**src/rtl/image_stream_tx.sv**
```systemverilog
// Raster-order pixel source: reads one IMG_WIDTH x IMG_HEIGHT frame from sync RAM.
// Optional `FLUSH_PAD_EN appends FLUSH_LEN zero pixels to drain downstream pipelines.
module image_stream_tx #(
  parameter int DATA_WIDTH = 16,
  parameter int IMG_WIDTH  = 28,
  parameter int IMG_HEIGHT = 28,
  parameter int ADDR_WIDTH = 10,
  parameter int BASE_ADDR  = 0,
  parameter int FLUSH_LEN  = IMG_WIDTH*4+5
) (
  input  logic                          CLK,
  input  logic                          RST,
  input  logic                          start,
  input  logic                          stall,
  output logic                          mem_rd_en,
  output logic [ADDR_WIDTH-1:0]         mem_addr,
  input  logic [DATA_WIDTH-1:0]         mem_data,
  output logic [DATA_WIDTH-1:0]         data_out,
  output logic                          data_valid_out,
  output logic [$clog2(IMG_HEIGHT)-1:0] row_out,
  output logic [$clog2(IMG_WIDTH)-1:0]  col_out,
  output logic                          last_out,
  output logic                          busy,
  output logic                          done
);

  localparam int RW = $clog2(IMG_HEIGHT);
  localparam int CW = $clog2(IMG_WIDTH);

  typedef enum logic [1:0] {
    IDLE,
    READ,
    DRAIN,
    FLUSH
  } state_t;

  state_t                state_q;
  logic [RW-1:0]         r_q;
  logic [CW-1:0]         c_q;
  logic [ADDR_WIDTH-1:0] addr_q;
  logic                  vld_q;
  logic                  last_q;
  logic [RW-1:0]         row_q;
  logic [CW-1:0]         col_q;
  logic [DATA_WIDTH-1:0] hold_q;
  logic                  busy_q;
  logic                  done_q;

  logic rd_en;
  logic at_end;

  assign rd_en  = (state_q == READ) && !stall;
  assign at_end = (r_q == RW'(IMG_HEIGHT-1)) &&
                  (c_q == CW'(IMG_WIDTH-1));

`ifdef FLUSH_PAD_EN
  localparam int FW = $clog2(FLUSH_LEN+1);

  logic [FW-1:0] fcnt_q;
  logic          pad;

  // Pad cycles are emitted directly from FLUSH; a stalled cycle emits nothing.
  assign pad = (state_q == FLUSH) && !stall;

  assign data_valid_out = vld_q || pad;
  assign data_out       = vld_q ? mem_data :
                          pad   ? '0       : hold_q;
`else
  assign data_valid_out = vld_q;
  assign data_out       = vld_q ? mem_data : hold_q;
`endif

  assign mem_rd_en = rd_en;
  assign mem_addr  = addr_q;
  assign row_out   = row_q;
  assign col_out   = col_q;
  assign last_out  = last_q;
  assign busy      = busy_q;
  assign done      = done_q;

  always_ff @(posedge CLK) begin
    if (RST) begin
      state_q <= IDLE;
      r_q     <= '0;
      c_q     <= '0;
      addr_q  <= '0;
      vld_q   <= 1'b0;
      last_q  <= 1'b0;
      row_q   <= '0;
      col_q   <= '0;
      hold_q  <= '0;
      busy_q  <= 1'b0;
      done_q  <= 1'b0;
`ifdef FLUSH_PAD_EN
      fcnt_q  <= '0;
`endif
    end else begin
      done_q <= 1'b0;
      vld_q  <= rd_en;
      last_q <= rd_en && at_end;
      if (rd_en) begin
        row_q <= r_q;
        col_q <= c_q;
      end
      if (vld_q) begin
        hold_q <= mem_data;
      end
`ifdef FLUSH_PAD_EN
      if (pad) begin
        hold_q <= '0;
      end
`endif
      unique case (state_q)
        IDLE: begin
          // done_q gate: a start coinciding with the done pulse is dropped.
          if (start && !done_q) begin
            state_q <= READ;
            busy_q  <= 1'b1;
            r_q     <= '0;
            c_q     <= '0;
            addr_q  <= ADDR_WIDTH'(BASE_ADDR);
          end
        end
        READ: begin
          if (!stall) begin
            addr_q <= addr_q + ADDR_WIDTH'(1);
            if (c_q == CW'(IMG_WIDTH-1)) begin
              c_q <= '0;
              r_q <= r_q + RW'(1);
            end else begin
              c_q <= c_q + CW'(1);
            end
            if (at_end) begin
              state_q <= DRAIN;
            end
          end
        end
        DRAIN: begin
`ifdef FLUSH_PAD_EN
          state_q <= FLUSH;
          fcnt_q  <= '0;
`else
          state_q <= IDLE;
          busy_q  <= 1'b0;
          done_q  <= 1'b1;
`endif
        end
        FLUSH: begin
`ifdef FLUSH_PAD_EN
          if (!stall) begin
            if (fcnt_q == FW'(FLUSH_LEN-1)) begin
              state_q <= IDLE;
              busy_q  <= 1'b0;
              done_q  <= 1'b1;
            end else begin
              fcnt_q <= fcnt_q + FW'(1);
            end
          end
`else
          state_q <= IDLE;
`endif
        end
        default: state_q <= IDLE;
      endcase
    end
  end

endmodule

```
**config.mk**
```make
export PLATFORM = sky130hd
export DESIGN_NAME = image_stream_tx
export DESIGN_NICKNAME = d
export VERILOG_FILES = /design/src/rtl/image_stream_tx.sv
export SDC_FILE = /design/constraint.sdc
export NUM_CORES = 1
export LEC_CHECK = 0
export CORE_MARGIN = 2
export CORE_UTILIZATION = 50
export DETAILED_ROUTE_END_ITERATION = 10
export PLACE_DENSITY = 0.83
export SLEW_MARGIN = 20
export SYNTH_ARGS = -nofsm -noshare
export SYNTH_HDL_FRONTEND = slang
export SYNTH_SLANG_ARGS = --single-unit
```
**constraint.sdc**
```tcl
create_clock -name CLK -period 3.84 [get_ports CLK]
set_input_delay 0.96 -clock CLK [delete_from_list [all_inputs] [get_ports CLK]]
set_output_delay 0.96 -clock CLK [all_outputs]
set_load 0.02 [all_outputs]
```
==> results of run 1 <==
[power groups by stage]
stage	Clock, uW	Combinational [uW]	Sequential, uW
after CTS	337	117	555
after global placement	0	115	567
final	326	117	555
after global routing	357	126	556
after floorplan	0	64.0	567
after detailed placement	0	117	568
[metrics by stage]
step	worst slack, ns	hold WS [ns]
global placement	0.443	0.443
global route	0.410	0.490
finish	0.429	0.459
CTS	0.421	0.462
detailed placement	0.430	0.449
floorplan	1.03	0.459
[state kept, by name, indices dropped and copies added (netlist names)]
signal,count
row_out,5
hold_q,16
c_q,5
busy,1
col_out,5
data_valid_out,1
r_q,5
state_q,2
mem_addr,10
last_out,1
done,1
[worst reg2reg max path: cells and delay by family (launching register included)]
| kind | cells | cell delay, ns |
|---|---|---|
| simple gates | 2 | 0.90 |
| flops | 1 | 0.44 |
| buf+inv | 2 | 0.33 |
| compound gates | 2 | 0.29 |
[logic make-up (layout without fill, tap and decap cells)]
group / after synthesis / in the layout
AND/OR/NAND/NOR: 96 / 96
multiplexers: 16 / 16
flip-flops: 52 / 52
buffers and inverters: 16 / 75
XOR/XNOR: 5 / 5
adder cells (fa/ha/maj): 3 / 3
AO/OA/AOI/OAI: 43 / 43
[metal layers]
metal | wire length, um | GRT usage | vias up
li1 | - | - | 921
met1 | 2110 | 0.247 | 857
met2 | 2130 | 0.343 | 51
met3 | 266 | 0.0552 | 8
met4 | 68 | 0.0741 | 0
met5 | 0 | 0 | -
[final timing paths]
check             cells after the start  startpoint          to
hold reg to reg                       2  col_out[4]  col_out[4]
setup / recovery                      4       stall   mem_rd_en
setup reg to reg                      6  state_q[0]      r_q[3]
hold / removal                        2  col_out[4]  col_out[4]
[cells in the final DEF (no fill, tap or decap), types with 4 or more instances in the layout]
cell type	instances
clkdlybuf4s50_1	60
dfxtp_1	52
nand2_1	25
a21oi_1	20
nor2b_1	20
nor2_1	17
mux2_2	16
o21ai_0	8
nand3_1	7
nor3_1	6
clkbuf_8	6
xor2_1	5
buf_4	4
[area by class of cell]
type,count,area [sq um],area share
clock inverters,2,15.0,0.00522
well taps,50,62.6,0.0218
inverters,3,12.5,0.00435
clock buffers,6,82.6,0.0287
repair buffers,64,631,0.219
multi-input cells,163,1030,0.359
flip-flops and latches,52,1040,0.362
==> qor.yml, run 1 <==
worst_pin_slew_ns: 0.705
grt_pass1_wl_um: 7980
pin_count: 61
critPathCaptureType: "output pin"
slowest_delay_ns: 0.60
clkPwrFrac: 0.327
ys_top_cells_by_count: "dfxtp_1 (52), nand2_1 (25), a21oi_1 (20), nor2b_1 (20), nor2_1 (17)"
grt_max_degree: 31
fin_cells: 340
clock_path_buffers: 2
die_x_um: 69.4
synthMuxAreaShare: 0.0843
comb_power_share: 0.117
num-fill-cells: 336
fin_skew_ns: 0.00448
avgSynthCellArea_sq_um: 9.25
yosysTopAreaCell: "dfxtp_1"
setup_viol: 0
synth_xor_area_frac: 0.0205
vias_per_cell: 5.40
slew_headroom: 0.529
wl_per_cell_um: 13.4
dp_hpwl_um: 3240
antenna_found_initial: 0
final_nets: 312
fin_setup_tns_ns: 0
syn_nets: 254
numCtsBuffers: 5
netlist_instances: 231
hold_viol_final: 0
post-route-min-period_ns: 3.41
total_power_uw: 997
crit_type: "in2out"
peakVddDrop_uv: 299
start_kind: "input port"
critPathTopFamily: "buffers and inverters"
postCtsHoldBufs: 0
num_vias: 1837
route.detailed.drc: 0
die_area_sq_um: 4810
routed_wl_um: 4570
yosys_register_bits: 52
synth.distinct_cells: 38
p_per_area_nw_per_um2: 347
syn2layout_area_growth_pct: 34.5
drt_first_iter_violations: 69
intPower_uw: 752
maxCapViolCount: 0
seqPwrFrac: 0.556
ys_seq_area_frac: 0.487
ys_async_sr_fraction: 0
root_buffer: "clkbuf_8"
synth_top_family_by_area: "simple AND/OR/NAND/NOR gates"
crit_chain: "clkdlybuf4s50_1 > or3b_4 > clkinv_2 > clkdlybuf4s50_1"
fp.dieH_um: 69.4
io_buffer_count: 60
synth_flop_cell: "dfxtp_1"
gr-usage-all-layers: 0.203
cp.required_ns: 2.88
rows: 23
slowest_stage: "clkdlybuf4s50_1"
p_leak_uw: 0.00102
synth-compound-area-share: 0.122
h-tree-depth: 2
final_cell_area_sq_um: 2880
syn-cell-area_sq_um: 2140
gp_congestion: 0.802
layout-drive-gt1-share: 0.117
numClockSinks: 52
start_util: 0.527
final_util: 0.709
min_path_type: "reg2reg"
yosysTopAreaCellShare: 0.487
placed_area_sq_um: 2780
rsz0062_at_grt: "no"
synthAdderAreaFrac: 0.0176
worst-path-max-fanout: 2
r2r_slack_ns: 1.82
synthTopCellsByArea: "dfxtp_1 (49%), mux2_2 (8.4%), nor2b_1 (5.9%)"
clkLatencyLatePin_ns: 0.31
clkTransAtPathRegs_ns: 0.09
critPathBufInv: 3
synth_edf_count: 0
cpMostUsedCell: "clkdlybuf4s50_1"
status: "complete, no violations"
cts_tree: "yes"
core_area_sq_um: 4060
arrival_ns: 2.45
p_sw_frac: 0.245
drv_slew: 0
overflow: 0
placed_cells: 332
diodes: 0
dr.pass1.iters: 4
ant_nets: 0
power_switching_uw: 244
yosysMostFrequentCell: "dfxtp_1"
cts_setup_buffers: 0
fmax_mhz: 293
synthSimpleGateAreaFrac: 0.238
yosys_warnings: 0
cts_resized: 0
final.period_utilization: 0.888
grt_pass1_vias: 1751
Note: power is estimated with default switching activity, not from simulation.
==> run 2: changes to the inputs <==
- CTS_CLUSTER_DIAMETER: unset -> 150
- clock period: 3.84 -> 4.1 ns (I/O delays scaled with it)
==> run 2 against run 1 <==
Utilization rose by 0.15 points. Hold slack got worse by 0.0017 ns. Setup slack got worse by 0.022 ns. Clock skew rose by 0.0031 ns. Critical path depth did not move. Critical endpoint unchanged. Final cell count fell by 0.29%.
==> qor.yml, run 2 (synthesized netlist as in run 1, its figures left out) <==
status: "complete, no violations"
wl_per_cell_um: 13.5  # +0.49%
hold_slack_ns: 0.458  # -0.00169 ns
rows: 23  # unchanged
io_buffer_count: 60  # unchanged
antenna_found_initial: 0  # unchanged
worst-path-max-fanout: 22  # +20
peakVddDrop_uv: 238  # -20%
clkTransAtPathRegs_ns: 0.09  # about the same
seqPwrFrac: 0.533  # -0.023
syn2layout_area_growth_pct: 34.8
drv_slew: 0  # unchanged
grt_pass1_wl_um: 7750  # -2.9%
fin_skew_ns: 0.00761  # +0.00313 ns
overflow: 0  # unchanged
rsz0062_at_grt: "no"
h-tree-depth: 2  # unchanged
postCtsHoldBufs: 0  # unchanged
pin_count: 61  # unchanged
p_sw_frac: 0.232  # -0.0133
slowest_stage: "clkdlybuf4s50_1"
routed_wl_um: 4580  # +0.20%
clkPwrFrac: 0.355  # +0.028
largest_register_ffs: 16  # unchanged
grt_max_degree: 45  # +45%
gr-usage-all-layers: 0.195  # -0.00820
grt_pass1_vias: 1727  # -1.4%
num_vias: 1812  # -1.4%
clkLatencyLatePin_ns: 0.31  # about the same
ant_nets: 0  # unchanged
drt_first_iter_violations: 65  # -5.8%
final_common_cell: "clkdlybuf4s50_1"
cts_setup_buffers: 0  # unchanged
cpMostUsedCell: "clkdlybuf4s50_1"
p_leak_uw: 0.00103  # +0.63%
numClockSinks: 52  # unchanged
route.detailed.drc: 0  # unchanged
setup_viol: 0  # unchanged
dp_hpwl_um: 3200  # -1.5%
hold_viol_final: 0  # unchanged
clock_path_buffers: 2  # unchanged
intPower_uw: 748  # -0.59%
slew_headroom: 0.524  # -0.00540
largest-register: "hold_q"
root_buffer: "clkbuf_8"
cts_tree: "yes"
maxCapViolCount: 0  # unchanged
vias_per_cell: 5.35  # -1.1%
fp.dieH_um: 69.4  # unchanged
multi_input_area_sq_um: 1030  # unchanged
comb_power_share: 0.111  # -0.006
fmax_mhz: 271
start_kind: "input port"
min_path_type: "reg2reg"
numCtsBuffers: 5  # unchanged
final_nets: 311  # -0.32%
crit_type: "in2out"
num-fill-cells: 348  # +3.6%
slowest_delay_ns: 0.60  # about the same
dr.pass1.iters: 4  # unchanged
power_switching_uw: 226  # -7.6%
diodes: 0  # unchanged
seqCellArea_sq_um: 1040  # unchanged
die_area_sq_um: 4810  # unchanged
cp.required_ns: 3.07  # +0.19 ns
final.period_utilization: 0.901
layout-drive-gt1-share: 0.114  # -0.00305
core_area_sq_um: 4060  # unchanged
start_util: 0.527  # unchanged
fin_setup_tns_ns: 0  # unchanged
worst_pin_slew_ns: 0.713  # +0.00809 ns
post-route-min-period_ns: 3.69
gp_congestion: 0.820  # +2.3%
arrival_ns: 2.67  # +0.22 ns
final_cell_mix: "clkdlybuf4s50_1 (60), dfxtp_1 (52), nand2_1 (25)"
die_x_um: 69.4  # unchanged
p_per_area_nw_per_um2: 338  # -2.5%
critPathCaptureType: "output pin"
crit_chain: "clkdlybuf4s50_1 > or3b_4 > clkinv_2 > clkdlybuf4s50_1"
cts_resized: 0  # unchanged
-- run 2: cell count changes in the layout (fill, tap and decap cells not counted), sizes merged --
cell      change
clkinv        +1
clkinvlp      -1
bufinv        +1
clkbuf        -1
buf           -1
-- run 2: worst paths after layout --
check	start	cells past startpoint	end	slack [ns]
max reg2reg	state_q[0]	6	r_q[3]	1.94
max	stall	4	mem_rd_en	0.41
min	row_out[0]	2	row_out[0]	0.46
min reg2reg	row_out[0]	2	row_out[0]	0.46
-- run 2: critical path, delay by kind of cell --
family / cells / cell delay [ns]
buffers and inverters: 3 / 1.12
AND/OR/NAND/NOR: 1 / 0.51
-- run 2: layout make-up --
type | count | share of cell area
sequential | 52 | 0.361
multi-input combinational | 163 | 0.358
timing repair buffer | 63 | 0.216
clock buffer | 5 | 0.0239
tap | 50 | 0.0217
clock inverter | 3 | 0.0148
inverter | 3 | 0.00434
-- run 2: metal layers --
metal | share of wire | track usage | vias to the layer above
li1 | - | - | 916
met1 | 0.47 | 0.248 | 832
met5 | 0 | 0 | -
met2 | 0.46 | 0.311 | 57
met4 | 0.015 | 0.0741 | 0
met3 | 0.062 | 0.0581 | 7
-- run 2: per-stage QoR --
stage          power (uW)  cells  setup WS (ns)  instance area (sq um)   util
2_1_floorplan         591    231           1.16                   2140      -
3_3_place_gp          637    331          0.419                   2770  0.683
3_5_place_dp          639    331          0.408                   2770  0.683
4_1_cts               981    339          0.405                   2880  0.710
5_1_grt              1010    339          0.359                   2880  0.710
6_report              974    339          0.406                   2880  0.710
-- run 2: power by group through the flow --
| stage | sequential [uW] | clock, uW | combinational [uW] |
|---|---|---|---|
| after floorplan | 531 | 0 | 59.9 |
| after global routing | 521 | 373 | 117 |
| after CTS | 520 | 353 | 109 |
| after global placement | 531 | 0 | 106 |
| after detailed placement | 531 | 0 | 108 |
| final | 519 | 346 | 108 |
